File: src/rtl/fifo_ptr_ctrl.sv
// FIFO pointer/occupancy controller: EMPTY/ACTIVE/FULL FSM, zero-latency read handshake.
// Define FIFO_PTR_ERR_EN to enable the sticky overflow/underflow flags (ovf_err, udf_err).
module fifo_ptr_ctrl #(
  parameter int OSTD_NUM        = 8,
  parameter int THRESHOLD_VALUE = OSTD_NUM / 2,
  parameter int PTR_SIZE        = (OSTD_NUM > 1) ? $clog2(OSTD_NUM) : 1
) (
  input  logic                clk_in,
  input  logic                areset_b,
  input  logic                wr_valid,
  output logic                wr_ready,
  input  logic                rd_ready,
  output logic                rd_valid,
  output logic                fifo_wenable,
  output logic                fifo_renable,
  output logic [OSTD_NUM-1:0] write_ptr,
  output logic [OSTD_NUM-1:0] read_ptr,
  output logic [PTR_SIZE:0]   fifo_count,
  output logic                fifo_full,
  output logic                fifo_empty,
  output logic                below_thresh,
  input  logic                err_clr,
  output logic                ovf_err,
  output logic                udf_err
);

  typedef enum logic [1:0] {EMPTY, ACTIVE, FULL} state_t;

  localparam logic [PTR_SIZE:0]   COUNT_ONE    = (PTR_SIZE+1)'(1);
  localparam logic [PTR_SIZE:0]   COUNT_ALMOST = (PTR_SIZE+1)'(OSTD_NUM - 1);
  localparam logic [PTR_SIZE-1:0] PTR_LAST     = PTR_SIZE'(OSTD_NUM - 1);
  localparam logic [31:0]         THRESH_W     = 32'(THRESHOLD_VALUE);

  state_t              state, state_nxt;
  logic [PTR_SIZE-1:0] wr_ptr, wr_ptr_nxt;
  logic [PTR_SIZE-1:0] rd_ptr, rd_ptr_nxt;
  logic [PTR_SIZE:0]   count, count_nxt;
  logic                push, pop;

  assign fifo_empty   = (state == EMPTY);
  assign fifo_full    = (state == FULL);
  assign wr_ready     = !fifo_full;
  assign rd_valid     = !fifo_empty;
  assign fifo_renable = !fifo_empty;

  // Handshakes are gated by registered state only, so a full FIFO never takes a
  // push and an empty one never takes a pop, whatever the other side does.
  assign push         = wr_valid && wr_ready;
  assign pop          = rd_ready && rd_valid;
  assign fifo_wenable = push;

  assign write_ptr    = OSTD_NUM'(wr_ptr);
  assign read_ptr     = OSTD_NUM'(rd_ptr);
  assign fifo_count   = count;
  assign below_thresh = (32'(count) < THRESH_W);

  always_ff @(posedge clk_in or negedge areset_b) begin
    if (!areset_b) begin
      state  <= EMPTY;
      wr_ptr <= '0;
      rd_ptr <= '0;
      count  <= '0;
    end else begin
      state  <= state_nxt;
      wr_ptr <= wr_ptr_nxt;
      rd_ptr <= rd_ptr_nxt;
      count  <= count_nxt;
    end
  end

  always_comb begin
    state_nxt  = state;
    wr_ptr_nxt = wr_ptr;
    rd_ptr_nxt = rd_ptr;
    count_nxt  = count;

    if (push) wr_ptr_nxt = (wr_ptr == PTR_LAST) ? '0 : wr_ptr + PTR_SIZE'(1);
    if (pop)  rd_ptr_nxt = (rd_ptr == PTR_LAST) ? '0 : rd_ptr + PTR_SIZE'(1);

    if (push && !pop)      count_nxt = count + COUNT_ONE;
    else if (pop && !push) count_nxt = count - COUNT_ONE;

    case (state)
      EMPTY:   if (push) state_nxt = ACTIVE;
      ACTIVE: begin
        if (push && !pop && count == COUNT_ALMOST) state_nxt = FULL;
        else if (pop && !push && count == COUNT_ONE) state_nxt = EMPTY;
      end
      FULL:    if (pop) state_nxt = ACTIVE;
      default: state_nxt = EMPTY;
    endcase
  end

`ifdef FIFO_PTR_ERR_EN
  // A new error event wins over a simultaneous clear so no event is ever lost.
  always_ff @(posedge clk_in or negedge areset_b) begin
    if (!areset_b) begin
      ovf_err <= 1'b0;
      udf_err <= 1'b0;
    end else begin
      if (wr_valid && fifo_full) ovf_err <= 1'b1;
      else if (err_clr)          ovf_err <= 1'b0;
      if (rd_ready && fifo_empty) udf_err <= 1'b1;
      else if (err_clr)           udf_err <= 1'b0;
    end
  end
`else
  logic unused_err_clr;
  assign unused_err_clr = err_clr;
  assign ovf_err        = 1'b0;
  assign udf_err        = 1'b0;
`endif

endmodule

File: config.mk
export PLATFORM = sky130hd
export DESIGN_NAME = fifo_ptr_ctrl
export DESIGN_NICKNAME = d
export VERILOG_FILES = /design/src/rtl/fifo_ptr_ctrl.sv
export SDC_FILE = /design/constraint.sdc
export NUM_CORES = 1
export LEC_CHECK = 0
export CORE_MARGIN = 1.5
export CORE_UTILIZATION = 40
export CTS_BUF_LIST = sky130_fd_sc_hd__clkbuf_16
export CTS_CLUSTER_SIZE = 14
export DETAILED_ROUTE_END_ITERATION = 16
export GPL_TIMING_DRIVEN = 0
export HOLD_SLACK_MARGIN = 0.03
export PLACE_DENSITY = 0.77
export SLEW_MARGIN = 25
export SYNTH_ARGS = -nofsm -noshare
export SYNTH_HDL_FRONTEND = slang
export SYNTH_SLANG_ARGS = --single-unit
export TNS_END_PERCENT = 30
File: constraint.sdc
create_clock -name clk_in -period 2.2 [get_ports clk_in]
set_input_delay 0.44 -clock clk_in [delete_from_list [all_inputs] [get_ports clk_in]]
set_output_delay 0.44 -clock clk_in [all_outputs]
set_load 0.02 [all_outputs]
==> impl_metrics.json, run 1 <==
{
  "hold_viol": 0,
  "rrSetupSlack_ps": 150,
  "maxSlewViolCount": 0,
  "fillers": 155,
  "critPathMaxFanout": 7,
  "placed_cells": 129,
  "grt_pass1_vias": 494,
  "h-tree-depth": 1,
  "routed_wl_mm": 1.34,
  "hold_buffers": 0,
  "final_cells": 133,
  "ir_drop_v": 0.000868,
  "grt_max_degree": 13,
  "ioPinCount": 34,
  "cts_tree": "yes",
  "drt_first_pass_iters": 2,
  "multiInputGateArea_um2": 383,
  "crit_arrival_ps": 2260,
  "nets": 123,
  "skew_ps": 2.54,
  "synth_area_per_cell_um2": 10.4,
  "clk_pin_slew_ps": 40,
  "synth_area_um2": 759,
  "clk_latency_ps": 240,
  "period_needed_ps": 2100,
  "final_common_cell": "clkdlybuf4s50_1",
  "io_buffers": 20,
  "critPathLaunchType": "input pin",
  "clock_sinks": 12,
  "tightest_slew_ps": 535,
  "setup_viol": 0,
  "required_ps": 2360,
  "regArea_um2": 300,
  "cts_buffer_depth": 2,
  "routed_via_density": 4.29,
  "drcViolationCount": 0,
  "preCtsSetupSlack_ps": -192,
  "grt_pass1_wl_mm": 2.04,
  "areaGrowthSynthToFinish_pct": 46.5,
  "p_leak_nw": 0.568,
  "maxCapViolations": 0,
  "ys_seq_area_share_pct": 39.5,
  "diodes": 0,
  "ys_ff_latch": 12,
  "final_cell_mix": "clkdlybuf4s50_1, buf_4, conb_1, dfrtp_1, ha_1",
  "critPathKind": "in2reg",
  "antenna_found_initial": 0,
  "vias": 570,
  "ys_warn_count": 0,
  "hold-worst-slack_ps": 513,
  "cts-root-buf": "clkbuf_16",
  "period_share_pct": 95.3,
  "drive_above_1_share_pct": 20.4,
  "slew_headroom_pct": 64.2,
  "worstSetupEndpointType": "register",
  "power_density_nw_per_um2": 1430,
  "worstHoldPathType": "reg2reg",
  "die-area_um2": 2170,
  "status": "completed",
  "overflow": 0,
  "chipWidth_um": 46.6,
  "setup_ws_ps": 104,
  "grt.total_usage_pct": 14.4,
  "rsz0062_at_grt": "false",
  "start_util_pct": 43.5,
  "dp_hpwl_mm": 1.03,
  "coreArea_um2": 1750,
  "final_util_pct": 63.7,
  "gp_congestion": 0.702,
  "drt_iter0_markers": 4,
  "wl_per_cell_um": 10.1,
  "ant_nets": 0,
  "rows": 15,
  "dieHeight_um": 46.6,
  "max_freq_mhz": 477,
  "synth_cells": 73,
  "cts_buffers": 3,
  "ys_types": 23
}
-- synthesized netlist by cell type --
cell      instances  share of area [%]
xor2_1            3                3.5
mux2_2            4                5.9
conb_1            1               0.49
dfrtp_1          12                 40
a21o_1            2                2.0
ha_1              9                 15
nand4_1           1               0.82
o22ai_1           1               0.82
o21ai_0           2                1.3
nand2_1           3                1.5
o21ai_1           1               0.66
nand4b_1          1                1.2
nor3_1            1               0.66
buf_4            13                 13
a21oi_2           1                1.2
mux2i_1           1                1.3
nor2_1            4                2.0
a31oi_1           1               0.82
inv_1             6                3.0
nand2b_1          3                2.5
xnor2_1           1                1.2
or4_1             1               0.99
a22o_1            1                1.2
-- flip-flops by register name, summed over array words and instances (netlist names) --
register,cells
state,2
rd_ptr,3
fifo_count,4
wr_ptr,3
-- area by class of cell --
| type | count | share of cell area (%) |
|---|---|---|
| repair buffers | 20 | 17.9 |
| multi-input cells | 53 | 34.4 |
| well taps | 25 | 2.81 |
| clock buffers | 3 | 6.75 |
| inverters | 6 | 2.02 |
| flip-flops and latches | 12 | 27.0 |
| clock inverters | 1 | 0.337 |
| plain buffers | 13 | 8.77 |
-- per-layer routing --
| layer | part of all wire [%] | routed length, um | global-route usage, % | vias up |
|---|---|---|---|---|
| li1 | - | - | - | 294 |
| met1 | 43 | 579 | 17.2 | 246 |
| met2 | 47 | 624 | 21.4 | 26 |
| met3 | 7.4 | 99 | 3.53 | 4 |
| met4 | 2.5 | 34 | 12.0 | 0 |
| met5 | 0 | 0 | 0 | - |
-- logic make-up (layout without fill, tap and decap cells) --
group | count (synthesis) | in the layout | share of synthesized area (%)
flops | 12 | 12 | 39.5
buf+inv | 19 | 43 | 15.8
compound gates | 9 | 9 | 7.91
mux | 5 | 5 | 7.25
other cells | 1 | 12 | 0.494
simple gates | 14 | 14 | 9.56
xor+xnor | 4 | 4 | 4.61
fa+ha+maj | 9 | 9 | 14.8
-- path summary, 6_finish.rpt --
kind                                        endpoint                 startpoint  depth (start not counted)
max                        fifo_count[3]$_DFFE_PN0P_                   rd_ready                          6
min                        fifo_count[3]$_DFFE_PN0P_  fifo_count[3]$_DFFE_PN0P_                          1
max reg2reg                fifo_count[3]$_DFFE_PN0P_       state[0]$_DFFE_PN0P_                          7
min reg2reg                fifo_count[3]$_DFFE_PN0P_  fifo_count[3]$_DFFE_PN0P_                          1
max in group asynchronous  fifo_count[3]$_DFFE_PN0P_                   areset_b                          1
min in group asynchronous      wr_ptr[1]$_DFFE_PN0P_                   areset_b                          1
-- per-stage QoR --
step | power (W) | TNS (ps) | instance area [um^2]
2_1_floorplan | 0.000929 | 0 | 801
3_3_place_gp | 0.00124 | -216 | 1030
3_5_place_dp | 0.00127 | -248 | 1030
4_1_cts | 0.00161 | 0 | 1110
5_1_grt | 0.00171 | 0 | 1110
6_report | 0.00159 | 0 | 1110
-- power by group --
group	internal, W	switching (W)	total, W
clock network	0.000239	0.0000931	0.000332
registers	0.000329	0.000115	0.000444
logic	0.000417	0.000400	0.000817
-- worst max-delay path: stages --
cell,delay [ps]
clkdlybuf4s50_1,500
o21ai_1,200
ha_2,280
or4_1,530
a21oi_2,160
xor2_1,140
-- timing repair --
item                                    in CTS  in global routing
endpoints found under the setup margin       1                  1
setup buffers                                0                  0
gates resized for setup                      1                  1
hold endpoints to repair                     0                  0
No activity file was read; power rests on OpenSTA's default activity.
==> inputs of run 2 (changes only) <==
--- a/config.mk
+++ b/config.mk
@@ -12,7 +12,7 @@
 export DETAILED_ROUTE_END_ITERATION = 16
 export GPL_TIMING_DRIVEN = 0
 export HOLD_SLACK_MARGIN = 0.03
-export PLACE_DENSITY = 0.77
+export PLACE_DENSITY = 0.83
 export SLEW_MARGIN = 25
 export SYNTH_ARGS = -nofsm -noshare
 export SYNTH_HDL_FRONTEND = slang
==> impl_metrics.json, run 2 (synthesis gave the netlist of run 1 again) <==
{
  "grt_max_degree": 13,
  "p_leak_nw": 0.569,
  "status": "completed",
  "start_util_pct": 43.5,
  "reg2reg_depth": 7,
  "areaGrowthSynthToFinish_pct": 47.3,
  "drcViolationCount": 0,
  "cts_setup_buffers": 0,
  "maxCapViolations": 0,
  "diodes": 0,
  "gp_congestion": 0.681,
  "rows": 15,
  "final_cells": 133,
  "clk_pin_slew_ps": 40,
  "cts_tree": "yes",
  "maxSlewViolCount": 0,
  "grt.total_usage_pct": 15.1,
  "h-tree-depth": 1,
  "critPathMaxFanout": 5,
  "cts_buffer_depth": 2,
  "placed_cells": 129,
  "coreArea_um2": 1750,
  "clk_latency_ps": 240,
  "max_freq_mhz": 492,
  "hold_depth": 1,
  "clock_sinks": 12,
  "slew_headroom_pct": 63.6,
  "period_needed_ps": 2030,
  "nets": 123,
  "hold-worst-slack_ps": 508,
  "multiInputGateArea_um2": 389,
  "dieHeight_um": 46.6,
  "routed_via_density": 4.32,
  "ioPinCount": 34,
  "tightest_slew_ps": 545,
  "setup_viol": 0,
  "drive_above_1_share_pct": 22.2,
  "grt_pass1_wl_mm": 2.25,
  "hold_end": "fifo_count[3]$_DFFE_PN0P_",
  "worstSetupEndpointType": "register",
  "required_ps": 2360,
  "ant_nets": 0,
  "critPathLaunchType": "register",
  "io_buffers": 20,
  "final_cell_mix": "clkdlybuf4s50_1, buf_4, conb_1, dfrtp_1, ha_1",
  "drt_iter0_markers": 3,
  "wl_per_cell_um": 10.8,
  "die-area_um2": 2170,
  "r2r-end": "fifo_count[3]$_DFFE_PN0P_",
  "dp_hpwl_mm": 1.05,
  "grt_pass1_vias": 548,
  "routed_wl_mm": 1.44,
  "crit_arrival_ps": 2190,
  "top_usage_layer": "met2",
  "hold_viol": 0,
  "worstHoldPathType": "reg2reg",
  "vias": 574,
  "antenna_found_initial": 0,
  "rsz0062_at_grt": "false",
  "hold_buffers": 0,
  "chipWidth_um": 46.6,
  "ir_drop_v": 0.000879,
  "hp-start": "fifo_count[3]$_DFFE_PN0P_",
  "skew_ps": 2.98,
  "fillers": 151,
  "grtUsageMet1_pct": 18.8,
  "final_common_cell": "clkdlybuf4s50_1",
  "grtUsageMet3_pct": 4.31,
  "power_density_nw_per_um2": 1440,
  "period_share_pct": 92.4,
  "cts-root-buf": "clkbuf_16",
  "regArea_um2": 300,
  "rrSetupSlack_ps": 170,
  "cts_buffers": 3,
  "critPathKind": "reg2reg",
  "drt_first_pass_iters": 4,
  "use_met2_pct": 23.1,
  "overflow": 0,
  "largest_reg_flops": 4,
  "timing.rr.start": "state[0]$_DFFE_PN0P_"
}
[run 2: layout make-up]
type | count | area share, %
multi-input cells | 53 | 34.8
clock inverters | 1 | 0.336
inverters | 6 | 2.01
clock buffers | 3 | 6.71
plain buffers | 13 | 8.72
well taps | 25 | 2.80
flip-flops and latches | 12 | 26.8
repair buffers | 20 | 17.8
[run 2: report_power, final]
group	switching [W]	total, W	leakage [nW]	internal [W]
clock network	0.0000916	0.000331	0.0385	0.000239
logic	0.000407	0.000827	0.387	0.000419
registers	0.000119	0.000449	0.143	0.000329
[run 2: worst max-delay path by stage]
stage / slack [ps] / end / from
3_5_place_dp: -200 / fifo_count[3]$_DFFE_PN0P_ / rd_ready
3_3_place_gp: -160 / fifo_count[3]$_DFFE_PN0P_ / wr_valid
2_1_floorplan: 20 / fifo_count[3]$_DFFE_PN0P_ / state[0]$_DFFE_PN0P_
6_report: 170 / fifo_count[3]$_DFFE_PN0P_ / state[0]$_DFFE_PN0P_
5_1_grt: 40 / fifo_count[3]$_DFFE_PN0P_ / state[0]$_DFFE_PN0P_
4_1_cts: 40 / fifo_count[3]$_DFFE_PN0P_ / rd_ready
[run 2: what timing repair did]
item / 4_1_cts / 5_1_grt
gates cloned: 0 / 0
resized for setup: 1 / 3
endpoints found under the setup margin: 1 / 1
[run 2: worst max-delay path, cell delays in order, from the launching register on]
cell      delay (ps)
dfrtp_1          400
nand2b_1         230
nand2_2          170
inv_1             90
ha_2             230
or4_1            530
a21oi_2          170
xor2_1           150
[run 2: metal layers]
layer  wire length (um)  vias up
li1                   -      290
met1                630      251
met5                  0        -
met4                 19        0
met2                657       29
met3                133        4
[run 2: through the flow]
stage / area, um^2 / total power, W / setup TNS [ps] / setup WS (ps) / util [%]
finish: 1120 / 0.00161 / 0 / 167 / 64.1
global route: 1120 / 0.00172 / 0 / 42.6 / 64.1
CTS: 1110 / 0.00162 / 0 / 38.3 / 63.6
detailed placement: 1030 / 0.00127 / -243 / -199 / 59.1
global placement: 1030 / 0.00124 / -211 / -155 / 59.1
floorplan: 801 / 0.000929 / 0 / 20.3 / -
==> inputs of run 3 (changes only) <==
--- a/config.mk
+++ b/config.mk
@@ -5,9 +5,9 @@
 export SDC_FILE = /design/constraint.sdc
 export NUM_CORES = 1
 export LEC_CHECK = 0
+export ABC_CLOCK_PERIOD_IN_PS = 2200
 export CORE_MARGIN = 1.5
 export CORE_UTILIZATION = 40
-export CTS_BUF_LIST = sky130_fd_sc_hd__clkbuf_16
 export CTS_CLUSTER_SIZE = 14
 export DETAILED_ROUTE_END_ITERATION = 16
 export GPL_TIMING_DRIVEN = 0
==> impl_metrics.json, run 3 (synthesis gave the netlist of run 1 again) <==
{
  "status": "completed",
  "preCtsSetupSlack_ps": -199,
  "r2r-end": "fifo_count[3]$_DFFE_PN0P_",
  "routed_via_density": 4.36,
  "h-tree-depth": 1,
  "clk_pin_slew_ps": 80,
  "switching_share_pct": 41.4,
  "areaGrowthSynthToFinish_pct": 41.2,
  "rrSetupSlack_ps": 190,
  "grt_max_degree": 13,
  "gp_congestion": 0.681,
  "clock_sinks": 12,
  "setup_viol": 0,
  "skew_ps": 3.81,
  "io_buffers": 20,
  "required_ps": 2400,
  "timing.rr.start": "state[0]$_DFFE_PN0P_",
  "seq_power_share_pct": 30.8,
  "dieHeight_um": 46.6,
  "cts_buffers": 3,
  "crit_arrival_ps": 2270,
  "placed_cell_area_um2": 1030,
  "cts-root-buf": "clkbuf_4",
  "largest_reg_flops": 4,
  "reg2reg_depth": 7,
  "ir_drop_v": 0.000696,
  "wl_per_cell_um": 10.4,
  "maxCapViolations": 0,
  "die-area_um2": 2170,
  "worstHoldPathType": "in2async",
  "power_density_nw_per_um2": 1350,
  "net-switching-power_w": 0.000598,
  "endpoint": "fifo_count[3]$_DFFE_PN0P_",
  "critPathKind": "in2reg",
  "diodes": 0,
  "chipWidth_um": 46.6,
  "worstSetupEndpointType": "register",
  "drt_iter0_markers": 2,
  "tightest_slew_ps": 537,
  "final_cell_mix": "clkdlybuf4s50_1, buf_4, conb_1, dfrtp_1, ha_1",
  "maxSlewViolCount": 0,
  "overflow": 0,
  "ant_nets": 0,
  "cts_buffer_depth": 2,
  "drcViolationCount": 0,
  "coreArea_um2": 1750,
  "drt_first_pass_iters": 4,
  "drive_above_1_share_pct": 22.2,
  "grt.total_usage_pct": 14.7,
  "routed_wl_mm": 1.38,
  "antenna_found_initial": 0,
  "dp_hpwl_mm": 1.05,
  "period_needed_ps": 2070,
  "hold-worst-slack_ps": 510,
  "max_freq_mhz": 484,
  "clk_latency_ps": 280,
  "hold_buffers": 0,
  "clkPwrFrac_pct": 12.3,
  "rsz0062_at_grt": "false",
  "slew_headroom_pct": 64.1,
  "fillers": 160,
  "vias": 580,
  "grt_pass1_vias": 541,
  "grt_pass1_wl_mm": 2.25,
  "hold_viol": 0,
  "p_int_w": 0.000846,
  "critPathMaxFanout": 7,
  "start_util_pct": 43.5,
  "comb_power_share_pct": 56.9,
  "period_share_pct": 94.0,
  "ioPinCount": 34,
  "p_leak_nw": 0.551,
  "stdcell_area_um2": 1070,
  "nets": 123,
  "final_common_cell": "clkdlybuf4s50_1",
  "rows": 15,
  "crit_start": "rd_ready",
  "cts_tree": "yes",
  "setup_ws_ps": 132,
  "critPathLaunchType": "input pin"
}
==> run 3: cell types whose count changed in the layout (fill, tap and decap cells not counted) <==
cell       previous run  this run
clkbuf_16             3         0
clkbuf_4              0         3
clkbuf_8              0         1
clkinv_1              1         0
o21ai_1               0         1
o21ai_2               1         0
==> run 3: per-stage QoR <==
stage,power [W],util (%),cells,setup TNS (ps)
finish,0.00144,61.4,133,0
global placement,0.00124,59.1,129,-211
CTS,0.00146,61.1,133,0
detailed placement,0.00127,59.1,129,-243
global route,0.00156,61.4,133,0
floorplan,0.000929,-,84,0
==> run 3: worst min-delay path by stage <==
stage / startpoint / end / slack, ps
after floorplan: areset_b / fifo_count[0]$_DFFE_PN0P_ / 140
after global placement: rd_ptr[1]$_DFFE_PN0P_ / rd_ptr[1]$_DFFE_PN0P_ / 490
after detailed placement: fifo_count[3]$_DFFE_PN0P_ / fifo_count[3]$_DFFE_PN0P_ / 500
after CTS: fifo_count[3]$_DFFE_PN0P_ / fifo_count[3]$_DFFE_PN0P_ / 520
after global routing: fifo_count[3]$_DFFE_PN0P_ / fifo_count[3]$_DFFE_PN0P_ / 560
final: areset_b / wr_ptr[1]$_DFFE_PN0P_ / 510
==> run 3: timing repair <==
item,CTS,global route
resized for setup,1,2
gates cloned,0,0
setup endpoints to repair,1,1
setup buffers,0,0
pin swaps,0,0
==> run 3: area by class of cell <==
type	instances	area, um^2	area share, %
clock buffers	4	36.3	3.38
flip-flops and latches	12	300	28.0
multi-input cells	53	385	35.9
repair buffers	20	199	18.6
plain buffers	13	97.6	9.10
well taps	25	31.3	2.92
inverters	6	22.5	2.10
==> run 3: power by group through the flow <==
stage / Clock (W) / Combinational (W) / Sequential (W)
finish: 0.000178 / 0.000821 / 0.000445
global route: 0.000189 / 0.000913 / 0.000462
CTS: 0.000184 / 0.000828 / 0.000445
detailed placement: 0 / 0.000825 / 0.000448
global placement: 0 / 0.000797 / 0.000441
floorplan: 0 / 0.000385 / 0.000544
==> run 3: critical path: stages <==
cell and delay, ps:
clkdlybuf4s50_1 500, o21ai_1 200, ha_2 280, or4_1 530
a21oi_2 170, xor2_1 150
==> run 3: routing by layer <==
metal  vias up  global-route usage, %  wire length (um)
li1        288                      -                 -
met1       258                   19.1               629
met2        30                   23.1               596
met3         4                   3.14               135
met4         0                   6.86                21
met5         -                      0                 0
